**src/rtl/ifetch_pkg.sv**
```systemverilog
`default_nettype none
// ============================================================================
// Module  : ifetch_pkg
// Purpose : Shared widths, NOP encoding and fetch FSM state type for the
//           16-bit PU instruction fetch stage.
// Ports   : none (package)
// Revision: 1.0  initial release
// ============================================================================

`ifndef IFETCH_PKG_MACROS
`define IFETCH_PKG_MACROS
`define ASSERT 1'b1
`define NEGATE 1'b0
`endif

package ifetch_pkg;

   localparam int IF_AW = 8;
   localparam int IF_DW = 16;

   // All-zero word decodes as NOP, so the decoder raises no write strobes.
   localparam logic [IF_DW-1:0] IF_NOP = 16'h0000;

   typedef enum logic [1:0] {
      IDLE = 2'd0,
      REQ  = 2'd1,
      EXEC = 2'd2,
      HALT = 2'd3
   } if_state_t;

endpackage

`default_nettype wire

```
**src/rtl/ifetch_pcnext.sv**
```systemverilog
`default_nettype none
// ============================================================================
// Module  : ifetch_pcnext
// Purpose : Next-PC computation. Selects between sequential increment,
//           PC-relative target and absolute target; all results wrap
//           modulo 2^AW.
// Ports   : pc   in  AW  current program counter
//           pcwe in  1   taken jump/branch
//           pcs  in  1   1 = pc + ivs, 0 = jtgt
//           jtgt in  DW  absolute target (low AW bits used)
//           ivs  in  DW  signed offset (low AW bits used)
//           npc  out AW  next program counter
// Revision: 1.0  initial release
// ============================================================================

module ifetch_pcnext
   import ifetch_pkg::*;
#(
   parameter int AW = IF_AW,
   parameter int DW = IF_DW
) (
   input  logic [AW-1:0] pc,
   input  logic          pcwe,
   input  logic          pcs,
   input  logic [DW-1:0] jtgt,
   input  logic [DW-1:0] ivs,
   output logic [AW-1:0] npc
);

   logic [AW-1:0] seq_pc;
   logic [AW-1:0] rel_pc;

   // Truncating to AW bits makes two's-complement offsets work as
   // subtraction and gives the required wrap-around for free.
   assign seq_pc = pc + {{(AW-1){1'b0}}, 1'b1};
   assign rel_pc = pc + ivs[AW-1:0];

   always_comb begin
      npc = seq_pc;
      if (pcwe) begin
         npc = pcs ? rel_pc : jtgt[AW-1:0];
      end
   end

   // Upper operand bits beyond the PC width are intentionally discarded.
   generate
      if (DW > AW) begin : g_hi_drop
         logic unused_hi;
         assign unused_hi = ^{jtgt[DW-1:AW], ivs[DW-1:AW]};
      end
   endgenerate

endmodule

`default_nettype wire

```
**src/rtl/ifetch.sv**
```systemverilog
`default_nettype none
// ============================================================================
// Module  : ifetch
// Purpose : Instruction fetch stage. Owns the PC, issues req/ack reads to
//           instruction memory, presents one instruction per EXEC cycle to
//           the decoder and applies the decoder's halt/jump results.
// Ports   : clk, rst           clock, synchronous active-high reset
//           im_req/im_addr     memory read request and address (= pc)
//           im_ack/im_data     memory response, captured in the ack cycle
//           ir/ir_v            instruction to decoder (NOP when ir_v=0)
//           h/pcwe/pcs         decoder halt, jump taken, relative select
//           jtgt/ivs           absolute target / relative offset
//           pc, halted         program counter, permanent halt flag
//           stall_cnt          (IF_STALLCNT_EN only) REQ cycles without ack
// Config  : `define IF_STALLCNT_EN adds the saturating stall counter port.
// Revision: 1.0  initial release
// ============================================================================

module ifetch
   import ifetch_pkg::*;
#(
   parameter int AW = IF_AW,
   parameter int DW = IF_DW
) (
   input  logic          clk,
   input  logic          rst,
   output logic          im_req,
   output logic [AW-1:0] im_addr,
   input  logic          im_ack,
   input  logic [DW-1:0] im_data,
   output logic [DW-1:0] ir,
   output logic          ir_v,
   input  logic          h,
   input  logic          pcwe,
   input  logic          pcs,
   input  logic [DW-1:0] jtgt,
   input  logic [DW-1:0] ivs,
   output logic [AW-1:0] pc,
   output logic          halted
`ifdef IF_STALLCNT_EN
   ,
   output logic [15:0]   stall_cnt
`endif
);

   if_state_t     state_q, state_d;
   logic [AW-1:0] pc_q, pc_d;
   logic [DW-1:0] ir_q, ir_d;
   logic [AW-1:0] npc;

   ifetch_pcnext #(
      .AW (AW),
      .DW (DW)
   ) u_pcnext (
      .pc   (pc_q),
      .pcwe (pcwe),
      .pcs  (pcs),
      .jtgt (jtgt),
      .ivs  (ivs),
      .npc  (npc)
   );

   always_ff @(posedge clk) begin
      if (rst) begin
         state_q <= IDLE;
         pc_q    <= '0;
         ir_q    <= '0;
      end else begin
         state_q <= state_d;
         pc_q    <= pc_d;
         ir_q    <= ir_d;
      end
   end

   // Acks and decoder strobes only matter in the state that consumes them,
   // so a stray ack (e.g. left over from before a reset) has no effect.
   always_comb begin
      state_d = state_q;
      pc_d    = pc_q;
      ir_d    = ir_q;
      im_req  = 1'b0;
      case (state_q)
         IDLE: begin
            state_d = REQ;
         end
         REQ: begin
            im_req = 1'b1;
            if (im_ack) begin
               ir_d    = im_data;
               state_d = EXEC;
            end
         end
         EXEC: begin
            if (h) begin
               state_d = HALT;
            end else begin
               pc_d    = npc;
               state_d = REQ;
            end
         end
         HALT: begin
            state_d = HALT;
         end
         default: begin
            state_d = IDLE;
         end
      endcase
   end

   assign im_addr = pc_q;
   assign pc      = pc_q;
   assign ir_v    = (state_q == EXEC);
   assign halted  = (state_q == HALT);
   // Masking keeps the decoder from acting on a stale word.
   assign ir      = ir_v ? ir_q : IF_NOP;

`ifdef IF_STALLCNT_EN
   logic [15:0] stall_q;

   always_ff @(posedge clk) begin
      if (rst) begin
         stall_q <= 16'h0000;
      end else if ((state_q == REQ) && !im_ack && (stall_q != 16'hFFFF)) begin
         stall_q <= stall_q + 16'h0001;
      end
   end

   assign stall_cnt = stall_q;
`endif

endmodule

`default_nettype wire

```
**config.mk**
```make
export PLATFORM = sky130hd
export DESIGN_NAME = ifetch
export DESIGN_NICKNAME = d
export VERILOG_FILES = /design/src/rtl/ifetch_pkg.sv /design/src/rtl/ifetch_pcnext.sv /design/src/rtl/ifetch.sv
export SDC_FILE = /design/constraint.sdc
export NUM_CORES = 1
export LEC_CHECK = 0
export ABC_AREA = 1
export BUFFER_PORTS_ARGS = -buffer_cell sky130_fd_sc_hd__buf_4
export CORE_ASPECT_RATIO = 0.5
export CORE_MARGIN = 4
export CORE_UTILIZATION = 45
export DETAILED_ROUTE_END_ITERATION = 10
export PLACE_DENSITY = 0.79
export SLEW_MARGIN = 5
export SYNTH_ARGS = -nofsm -noshare
export SYNTH_HDL_FRONTEND = slang
export SYNTH_SLANG_ARGS = --single-unit
```
**constraint.sdc**
```tcl
create_clock -name clk -period 1.81 [get_ports clk]
set_input_delay 0.181 -clock clk [delete_from_list [all_inputs] [get_ports clk]]
set_output_delay 0.181 -clock clk [all_outputs]
set_load 0.01 [all_outputs]
```
==> results of run 1 <==
==> path summary, 6_finish.rpt <==
kind,end,cells past startpoint,startpoint,slack [ns]
hold reg to reg,ir_q[2],2,ir_q[2],0.46
setup reg to reg,im_addr[6],9,im_addr[0],0.21
hold / removal,ir_q[12],3,im_data[12],0.18
setup / recovery,im_addr[6],9,im_addr[0],0.21
==> state kept, by name, summed over array words and instances, names as in the netlist <==
register	cells
im_addr	8
ir_q	16
state_q	2
==> per-stage QoR <==
stage	utilization	power, mW	cell area (sq um)
5_1_grt	0.661	1.47	2370
6_report	0.661	1.39	2370
2_1_floorplan	-	0.802	1740
3_3_place_gp	0.642	0.912	2300
3_5_place_dp	0.642	0.923	2300
4_1_cts	0.661	1.40	2370
==> power by group <==
group	switching, mW	total, mW	internal (mW)	leakage, nW
clock network	0.183	0.479	0.296	0.0357
registers	0.0149	0.620	0.605	0.213
logic	0.153	0.289	0.136	0.952
==> final cells by class <==
cell class	count	area, sq um
Sequential cell	26	520
Clock inverter	1	30.0
Fill cell	336	1210
Clock buffer	3	41.3
Timing Repair Buffer	80	601
Inverter	45	171
Multi-Input combinational cell	172	943
Tap cell	51	63.8
==> worst reg2reg max path, stage by stage (launching register included) <==
cell	delay, ns
dfxtp_1	0.35
ha_1	0.17
inv_1	0.05
fa_1	0.40
inv_1	0.10
nand3_1	0.10
nand4_1	0.08
nand3_1	0.09
a21oi_2	0.14
nor2_2	0.04
==> placed cells by master (no fill, tap or decap), types with 8 or more instances in the layout <==
cell	synthesis	layout
nor2_1	32	32
dfxtp_1	26	26
o21ai_1	12	12
a21oi_1	30	30
o21ai_0	17	17
nand3_1	10	10
inv_1	41	41
buf_4	8	80
ha_1	8	8
nand2_1	38	38
==> cell families after synthesis <==
family / Yosys count / share of synthesized area
buffers and inverters: 62 / 0.161
adder cells (fa/ha/maj): 9 / 0.0689
XOR/XNOR: 6 / 0.0344
AND/OR/NAND/NOR: 90 / 0.231
AO/OA/AOI/OAI: 67 / 0.207
flip-flops: 26 / 0.298
==> per-layer routing <==
metal / vias to the layer above / global-route usage / wire (microns)
met5: - / 0 / 0
met4: 0 / 0.0401 / 41
met3: 6 / 0.0303 / 177
met2: 37 / 0.351 / 2270
met1: 818 / 0.204 / 1910
li1: 947 / - / -
==> summary.txt, run 1 <==
Critical path
  – Crit path max fanout: 2
  – Delay-heaviest family, CP: adder cells
  – Critical path arrival: roughly 1.8 ns
  – Cells along the critical path: ha_1 -> inv_1 -> fa_1 -> inv_1 -> nand3_1 -> nand4_1 -> nand3_1 -> a21oi_2 -> nor2_2
  – Setup crit start kind: flop
  – Highest-delay cell along the critical path: fa_1
  – Crit. End Element: flop
  – CP max stage delay: about 0.40 ns
  – WS Path Type: reg2reg
  – Worst path bufs/invs: 2
  – Worst EP required: approximately 2.0 ns

CTS
  – CTS Sinks: 26
  – CTS tree: built
  – Worst-Skew Late Latency: between 0.2 and 0.3 ns
  – Root Driver: clkbuf_8
  – Hold Buf Count CTS: 0
  – Htree depth: 1
  – Clock Pin Slew Worst Setup and Hold Paths: around 0.09 ns
  – TritonCTS Buffers: 3
  – Clk buf depth: 2
  – Post-CTS setup repair buffer count: 0
  – Cts repair resizes: 0

Synth
  – Sequential share of the synthesized area: 0.298
  – Async set-reset flop share out of synthesis: 0
  – Mapped cell area: roughly 0.0017 sq mm
  – Syn Area/Cell: between 6 and 7 sq um
  – Post-synth top area share: 0.298
  – Syn Nets: 323
  – Synth area leader: dfxtp_1
  – Top cells by area, synth: dfxtp_1 (30%), inv_1 (8.8%), a21oi_1 (8.6%), nand2_1 (8.2%), nor2_1 (6.9%)
  – Cell with the most instances after synthesis: inv_1
  – Yosys warnings: 0
  – EDFF count, synth: 0
  – Yosys reg bits: 26
  – Synth Instances: 260
  – Netlist cell types: 30
  – Post-synth top flop: dfxtp_1
  – List of most frequent post-synthesis cells: inv_1 (41), nand2_1 (38), nor2_1 (32), a21oi_1 (30), dfxtp_1 (26)

Timing
  – Fin Setup TNS: 0 ns
  – Top achievable clock speed: 0.623 GHz
  – Rel. slew slack: 0.662
  – Min Tclk post-route: around 1.6 ns
  – Finish-stage setup viols: 0
  – RSZ-0062 raised after global routing: false
  – Hold_ws: 0.178 ns
  – Max-slew violation count: 0
  – Tightest Pin Transition: just over 0.5 ns
  – Fin. Hold Viols: 0
  – Worst Skew: 0.00695 ns
  – Fin crit share: 0.886
  – Setup ws final: ~0.21 ns

Power and ir drop
  – Power density over the cells: a little under 600 mW/mm^2
  – Worst IR drop on VDD: roughly 360 uV
  – Leakage: about 1.2 nW

Drt
  – Routed vias: 1808
  – # DRC: 0
  – DRT iter0 DRCs: 33
  – DR vias/cell: 4.78
  – Antenna viol nets, final: 0
  – First-pass iteration count of the detailed router: 4
  – WL final: ~4400 microns
  – Post-DR wirelength/cell: 11.6 microns

Final layout
  – Diode count: 0
  – Fin nets: between 300 and 400
  – Ratio of cells with drive above 1 in the final layout: 0.312
  – Syn-to-layout area delta: 35.9%
  – Fin cells: around 380

Job
  – Max-Cap Viols: 0

Placement
  – HPWL after detailed placement: ~3400 microns
  – DP Worst Slack: between 0.2 and 0.25 ns
  – Port bufs: 72
  – Dpl cells: roughly 370
  – Routability Congestion: 0.846

Die
  – Rows: 15
  – Initial Util: 0.487
  – Die Wd: approximately 96 microns
  – Core box area: 0.00358 sq mm
  – IO Pins: approximately 90
  – Die area: 0.00500 sq mm
  – Die Y: between 50 and 60 microns

Global routing
  – First-pass GRT wire length: around 7200 microns
  – Total GRT Usage: 0.180
  – GRT Residual Overflow: 0
  – Vias in the first global route: ~1700
  – Initial antenna violation count: 0
  – Pin count of the biggest net entering global routing: 34

Min path
  – Worst hold path type: in2reg

Run status
  – Status: completed
Note: power is estimated with default switching activity, not from simulation.
==> inputs of run 2 (changes only) <==
--- a/config.mk
+++ b/config.mk
@@ -9,5 +9,5 @@
 export BUFFER_PORTS_ARGS = -buffer_cell sky130_fd_sc_hd__buf_4
 export CORE_ASPECT_RATIO = 0.5
-export CORE_MARGIN = 4
+export CORE_MARGIN = 2
 export CORE_UTILIZATION = 45
 export DETAILED_ROUTE_END_ITERATION = 10
==> constraint.sdc (replaced) <==
create_clock -name clk -period 1.81 [get_ports clk]
set_input_delay 0.181 -clock clk [delete_from_list [all_inputs] [get_ports clk]]
set_output_delay 0.181 -clock clk [all_outputs]
set_load 0.1 [all_outputs]
==> run 2 against run 1 <==
Worst setup slack worse by 0.061 ns. Non-clock buffer count down 6. Count of clock-buffer cells in the layout up 1. Wire length down 7.8%. Die area down 12%. Largest cell class unchanged.
==> summary.txt, run 2 (same netlist as run 1, synthesis figures left out) <==
Drt
  – WL final: 4060 microns (-7.8%)
  – # DRC: 0 (unchanged)
  – First-pass iteration count of the detailed router: 5 (+1)
  – DRT iter0 DRCs: 41 (+24%)
  – Antenna viol nets, final: 0 (unchanged)
  – Routed vias: 1783 (-1.4%)
  – Post-DR wirelength/cell: 10.9 microns (-6.3%)
  – DR vias/cell: 4.79 (+0.21%)

Placement
  – Port bufs: 72 (unchanged)
  – Routability Congestion: 0.790 (-6.7%)
  – HPWL after detailed placement: 3150 microns (-6.3%)
  – Dpl cells: 368 (-1.6%)

Global routing
  – Initial antenna violation count: 0 (unchanged)
  – First-pass GRT wire length: 6670 microns (-7.7%)
  – Total GRT Usage: 0.192 (+0.0120)
  – Vias in the first global route: 1606 (-6.8%)
  – GRT Residual Overflow: 0 (unchanged)
  – Pin count of the biggest net entering global routing: 34 (unchanged)

Timing
  – Max-slew violation count: 0 (unchanged)
  – Top achievable clock speed: 0.600 GHz (-3.7%)
  – Min Tclk post-route: 1.67 ns (+0.0614 ns)
  – Worst Skew: 0.00632 ns (-0.000633 ns)
  – Fin. Hold Viols: 0 (unchanged)
  – Finish-stage setup viols: 0 (unchanged)
  – Rel. slew slack: 0.665 (+0.00356)
  – RSZ-0062 raised after global routing: false
  – Fin crit share: 0.920 (+0.0339)
  – Tightest Pin Transition: 0.500 ns (-0.00532 ns)

Power and ir drop
  – Leakage: 1.17 nW (-2.5%)
  – Switching Fraction: 0.328 (+0.0752)
  – Logic gate share of total power: 0.282 (+0.074)
  – Power density over the cells: 600 mW/mm^2 (+2.5%)
  – Clock network fraction of total power: 0.290 (-0.055)
  – Internal Pwr Total: 0.980 mW (-5.6%)
  – Power share of the sequential group: 0.428 (-0.019)
  – Psw: 0.478 mW (+36%)
  – Worst IR drop on VDD: 330 uV (-7.5%)

CTS
  – TritonCTS Buffers: 3 (unchanged)
  – CTS Sinks: 26 (unchanged)
  – Post-CTS setup repair buffer count: 0 (unchanged)
  – Clock Pin Slew Worst Setup and Hold Paths: 0.09 ns (about the same)
  – Root Driver: clkbuf_8
  – Cts repair resizes: 0 (unchanged)
  – Clk buf depth: 2 (unchanged)
  – CTS tree: built
  – Worst-Skew Late Latency: 0.27 ns (about the same)
  – Hold Buf Count CTS: 0 (unchanged)
  – Htree depth: 1 (unchanged)

Die
  – Die Wd: 92.0 microns (-4.2%)
  – Die area: 0.00442 sq mm (-12%)
  – Core box area: 0.00357 sq mm (-0.52%)
  – Rows: 15 (unchanged)
  – IO Pins: 89 (unchanged)
  – Initial Util: 0.489 (+0.00256)
  – Die Y: 48.0 microns (-7.7%)

Min path
  – Worst hold stages: 3 (unchanged)
  – Worst hold path type: in2reg

Final layout
  – Fin nets: 385 (-1.5%)
  – Syn-to-layout area delta: 39.2%
  – Largest register FFs: 16 (unchanged)
  – Biggest register: ir_q
  – Util after Layout: 0.681 (+0.0196)
  – Fin cells: 372 (-1.6%)
  – Most frequent cells in the layout: buf_4 (74), inv_1 (41), nand2_1 (38)
  – Diode count: 0 (unchanged)
  – Most common cell after layout, fill and taps aside: buf_4
  – Ratio of cells with drive above 1 in the final layout: 0.374 (+0.0619)

Job
  – Max-Cap Viols: 0 (unchanged)

Critical path
  – WS Path Type: reg2reg
  – Setup crit start kind: flop
  – Crit path max fanout: 6 (+4)
  – Crit. End Element: flop
  – Critical path arrival: 1.84 ns (+0.06 ns)
  – Worst-case reg-to-reg path depth: 9 (unchanged)
  – Worst EP required: 1.98 ns (about the same)

Run status
  – Status: completed
## run 2: changes by cell type in the layout (fill, tap and decap cells not counted), moves of 2 or more
cell     before  now
buf_4        80   74
dfxtp_1      26   18
dfxtp_2       0    6
dfxtp_4       0    2
nor2_1       32   16
nor2_2        2    8
nor2_4        2   12
## run 2: path summary, 6_finish.rpt
kind | startpoint | to | slack, ns
worst max-delay path | im_addr[0] | im_addr[6] | 0.14
worst min-delay path | im_ack | state_q[1] | 0.17
worst max register to register | im_addr[0] | im_addr[6] | 0.14
worst min register to register | ir_q[1] | ir_q[1] | 0.47
## run 2: stage by stage
| stage | worst slack (ns) | power, mW | hold WS, ns | setup TNS, ns | area, sq um |
|---|---|---|---|---|---|
| 2_1_floorplan | -0.242 | 0.938 | 0.332 | -2.40 | 1870 |
| 3_3_place_gp | 0.201 | 1.04 | 0.448 | 0 | 2360 |
| 3_5_place_dp | 0.176 | 1.05 | 0.457 | 0 | 2360 |
| 4_1_cts | 0.162 | 1.47 | 0.168 | 0 | 2430 |
| 5_1_grt | 0.0139 | 1.53 | 0.171 | 0 | 2430 |
| 6_report | 0.144 | 1.46 | 0.169 | 0 | 2430 |
## run 2: layout make-up
cell class	count	area (sq um)
fill	331	1140
multi-input combinational	172	1030
timing repair buffer	74	556
sequential	26	536
inverter	45	174
clock buffer	4	66.3
tap	51	63.8
## run 2: critical path: stages, from the launching register on
cell and delay (ns):
dfxtp_4 0.38, ha_1 0.17, inv_1 0.05, fa_1 0.39
inv_1 0.09, nand3_1 0.10, nand4_1 0.09, nand3_1 0.09
a21oi_2 0.14, nor2_2 0.04
## run 2: power groups by stage
stage / Sequential (mW) / Combinational, mW / Clock [mW]
after CTS: 0.625 / 0.413 / 0.437
final: 0.625 / 0.411 / 0.422
after floorplan: 0.670 / 0.268 / 0
after global placement: 0.636 / 0.404 / 0
after detailed placement: 0.638 / 0.412 / 0
after global routing: 0.629 / 0.448 / 0.457
## run 2: per-layer routing
metal  global-route usage  wire (microns)
met4               0.0478              46
met2                0.384            2080
met5                    0               0
met3               0.0409             169
met1                0.221            1760
==> inputs of run 3 (changes only) <==
- PLACE_DENSITY: 0.79 -> unset
- PLACE_DENSITY_LB_ADDON: unset -> 0.05
==> run 3 against run 2 <==
Maximum frequency increased by 1.3%. First-iteration DRC count decreased by 24%. Largest power group unchanged. Utilization increased by 0.42 points.
==> summary.txt, run 3 (same netlist as run 1, synthesis figures left out) <==
Run status
  – Status: completed

Die
  – Die area: 0.00442 sq mm (unchanged)
  – Die Y: 48.0 microns (unchanged)
  – IO Pins: 89 (unchanged)
  – Initial Util: 0.489 (unchanged)
  – Core box area: 0.00357 sq mm (unchanged)
  – Die Wd: 92.0 microns (unchanged)
  – Rows: 15 (unchanged)

CTS
  – Hold Buf Count CTS: 0 (unchanged)
  – Clock Pin Slew Worst Setup and Hold Paths: 0.09 ns (about the same)
  – Htree depth: 1 (unchanged)
  – Cts repair resizes: 0 (unchanged)
  – TritonCTS Buffers: 3 (unchanged)
  – CTS tree: built
  – CTS Sinks: 26 (unchanged)
  – Clk buf depth: 2 (unchanged)
  – Post-CTS setup repair buffer count: 0 (unchanged)
  – Worst-Skew Late Latency: 0.28 ns (about the same)
  – Root Driver: clkbuf_8

Final layout
  – Most frequent cells in the layout: buf_4 (76), inv_1 (41), nand2_1 (38)
  – Post-Layout Inst Area: 0.00244 sq mm (+0.62%)
  – Fin nets: 387 (+0.52%)
  – Util after Layout: 0.685 (+0.00421)
  – Fin cells: 374 (+0.54%)
  – Biggest register: ir_q
  – Most common cell after layout, fill and taps aside: buf_4
  – Diode count: 0 (unchanged)
  – Ratio of cells with drive above 1 in the final layout: 0.378 (+0.00388)
  – Largest register FFs: 16 (unchanged)
  – Syn-to-layout area delta: 40.1%

Drt
  – M1 WL: 1930 microns (+9.8%)
  – WL final: 4250 microns (+4.7%)
  – Post-DR wirelength/cell: 11.4 microns (+4.1%)
  – First-pass iteration count of the detailed router: 4 (-1)
  – Antenna viol nets, final: 0 (unchanged)
  – DR vias/cell: 4.76 (-0.76%)
  – WL met3: 277 microns (+64%)
  – Highest layer used for signal routing: met4
  – DRT iter0 DRCs: 31 (-24%)
  – Routed vias: 1779 (-0.22%)
  – # DRC: 0 (unchanged)
  – Met2 Wirelength: 2000 microns (-4.0%)

Placement
  – DP Worst Slack: 0.159 ns (-0.0169 ns)
  – Port bufs: 72 (unchanged)
  – HPWL after detailed placement: 3270 microns (+3.8%)
  – Routability Congestion: 0.853 (+8.0%)
  – Dpl cells: 370 (+0.54%)
  – Post-DP Area: 0.00238 sq mm (+0.64%)

Critical path
  – Highest-delay cell along the critical path: fa_1
  – Cells along the critical path: ha_1 -> inv_1 -> fa_1 -> inv_1 -> nand3_1 -> nand4_1 -> nand3_1 -> a21oi_2 -> nor2_2
  – WS Path Type: reg2reg
  – Setup crit start kind: flop
  – Worst EP required: 1.99 ns (about the same)
  – Critical path arrival: 1.82 ns (-0.02 ns)
  – Delay-heaviest family, CP: adder cells
  – Crit path max fanout: 6 (unchanged)
  – Worst path bufs/invs: 2 (unchanged)
  – CP max stage delay: 0.40 ns (about the same)
  – Crit. End Element: flop

Timing
  – Min Tclk post-route: 1.64 ns (-0.0212 ns)
  – Fin. Hold Viols: 0 (unchanged)
  – Finish-stage setup viols: 0 (unchanged)
  – Tightest Pin Transition: 0.502 ns (+0.00191 ns)
  – Hold_ws: 0.164 ns (-0.00522 ns)
  – Setup ws final: 0.165 ns (+0.0212 ns)
  – Max-slew violation count: 0 (unchanged)
  – RSZ-0062 raised after global routing: false
  – Top achievable clock speed: 0.608 GHz (+1.3%)
  – Fin crit share: 0.909 (-0.0117)
  – Rel. slew slack: 0.664 (-0.00128)
  – Worst Skew: 0.00405 ns (-0.00227 ns)

Global routing
  – Initial antenna violation count: 0 (unchanged)
  – First-pass GRT wire length: 6780 microns (+1.8%)
  – Vias in the first global route: 1530 (-4.7%)
  – Total GRT Usage: 0.201 (+0.00991)
  – Pin count of the biggest net entering global routing: 34 (unchanged)
  – GRT Residual Overflow: 0 (unchanged)

Power and ir drop
  – Power density over the cells: 601 mW/mm^2 (+0.22%)
  – Leakage: 1.18 nW (+0.92%)
  – Worst IR drop on VDD: 389 uV (+18%)

Job
  – Max-Cap Viols: 0 (unchanged)

Min path
  – Worst hold path type: in2reg
-- run 3: final cells by class --
cell class,instances,area [sq um]
flip-flops and latches,26,536
fillers,328,1120
multi-input cells,172,1030
inverters,45,174
repair buffers,76,571
clock buffers,4,66.3
well taps,51,63.8
-- run 3: tightest hold or removal path, delay by kind of cell --
kind | cells | cell delay, ns
buf+inv | 1 | 0.09
compound gates | 1 | 0.05
simple gates | 1 | 0.08
-- run 3: per-stage QoR --
stage | setup TNS, ns | total power [mW]
after detailed placement | 0 | 1.05
after global routing | 0 | 1.55
after CTS | 0 | 1.49
after floorplan | -2.40 | 0.938
final | 0 | 1.47
after global placement | 0 | 1.04
-- run 3: report_power, final --
| part | switching (mW) | total [mW] | internal [mW] |
|---|---|---|---|
| registers | 0.0181 | 0.622 | 0.604 |
| logic | 0.280 | 0.417 | 0.137 |
| clock network | 0.190 | 0.430 | 0.241 |
| total | 0.488 | 1.47 | 0.982 |
-- run 3: metal layers --
metal	up-vias	track usage
met2	55	0.376
met5	-	0
met1	777	0.248
li1	942	-
met4	0	0.0537
met3	5	0.0441
-- run 3: path summary, 6_finish.rpt --
| kind | to | depth (start not counted) | slack [ns] | from |
|---|---|---|---|---|
| setup / recovery | im_addr[6] | 9 | 0.17 | im_addr[0] |
| hold / removal | state_q[1] | 3 | 0.16 | im_ack |
| setup reg to reg | im_addr[6] | 9 | 0.17 | im_addr[0] |
| hold reg to reg | ir_q[2] | 2 | 0.47 | ir_q[2] |
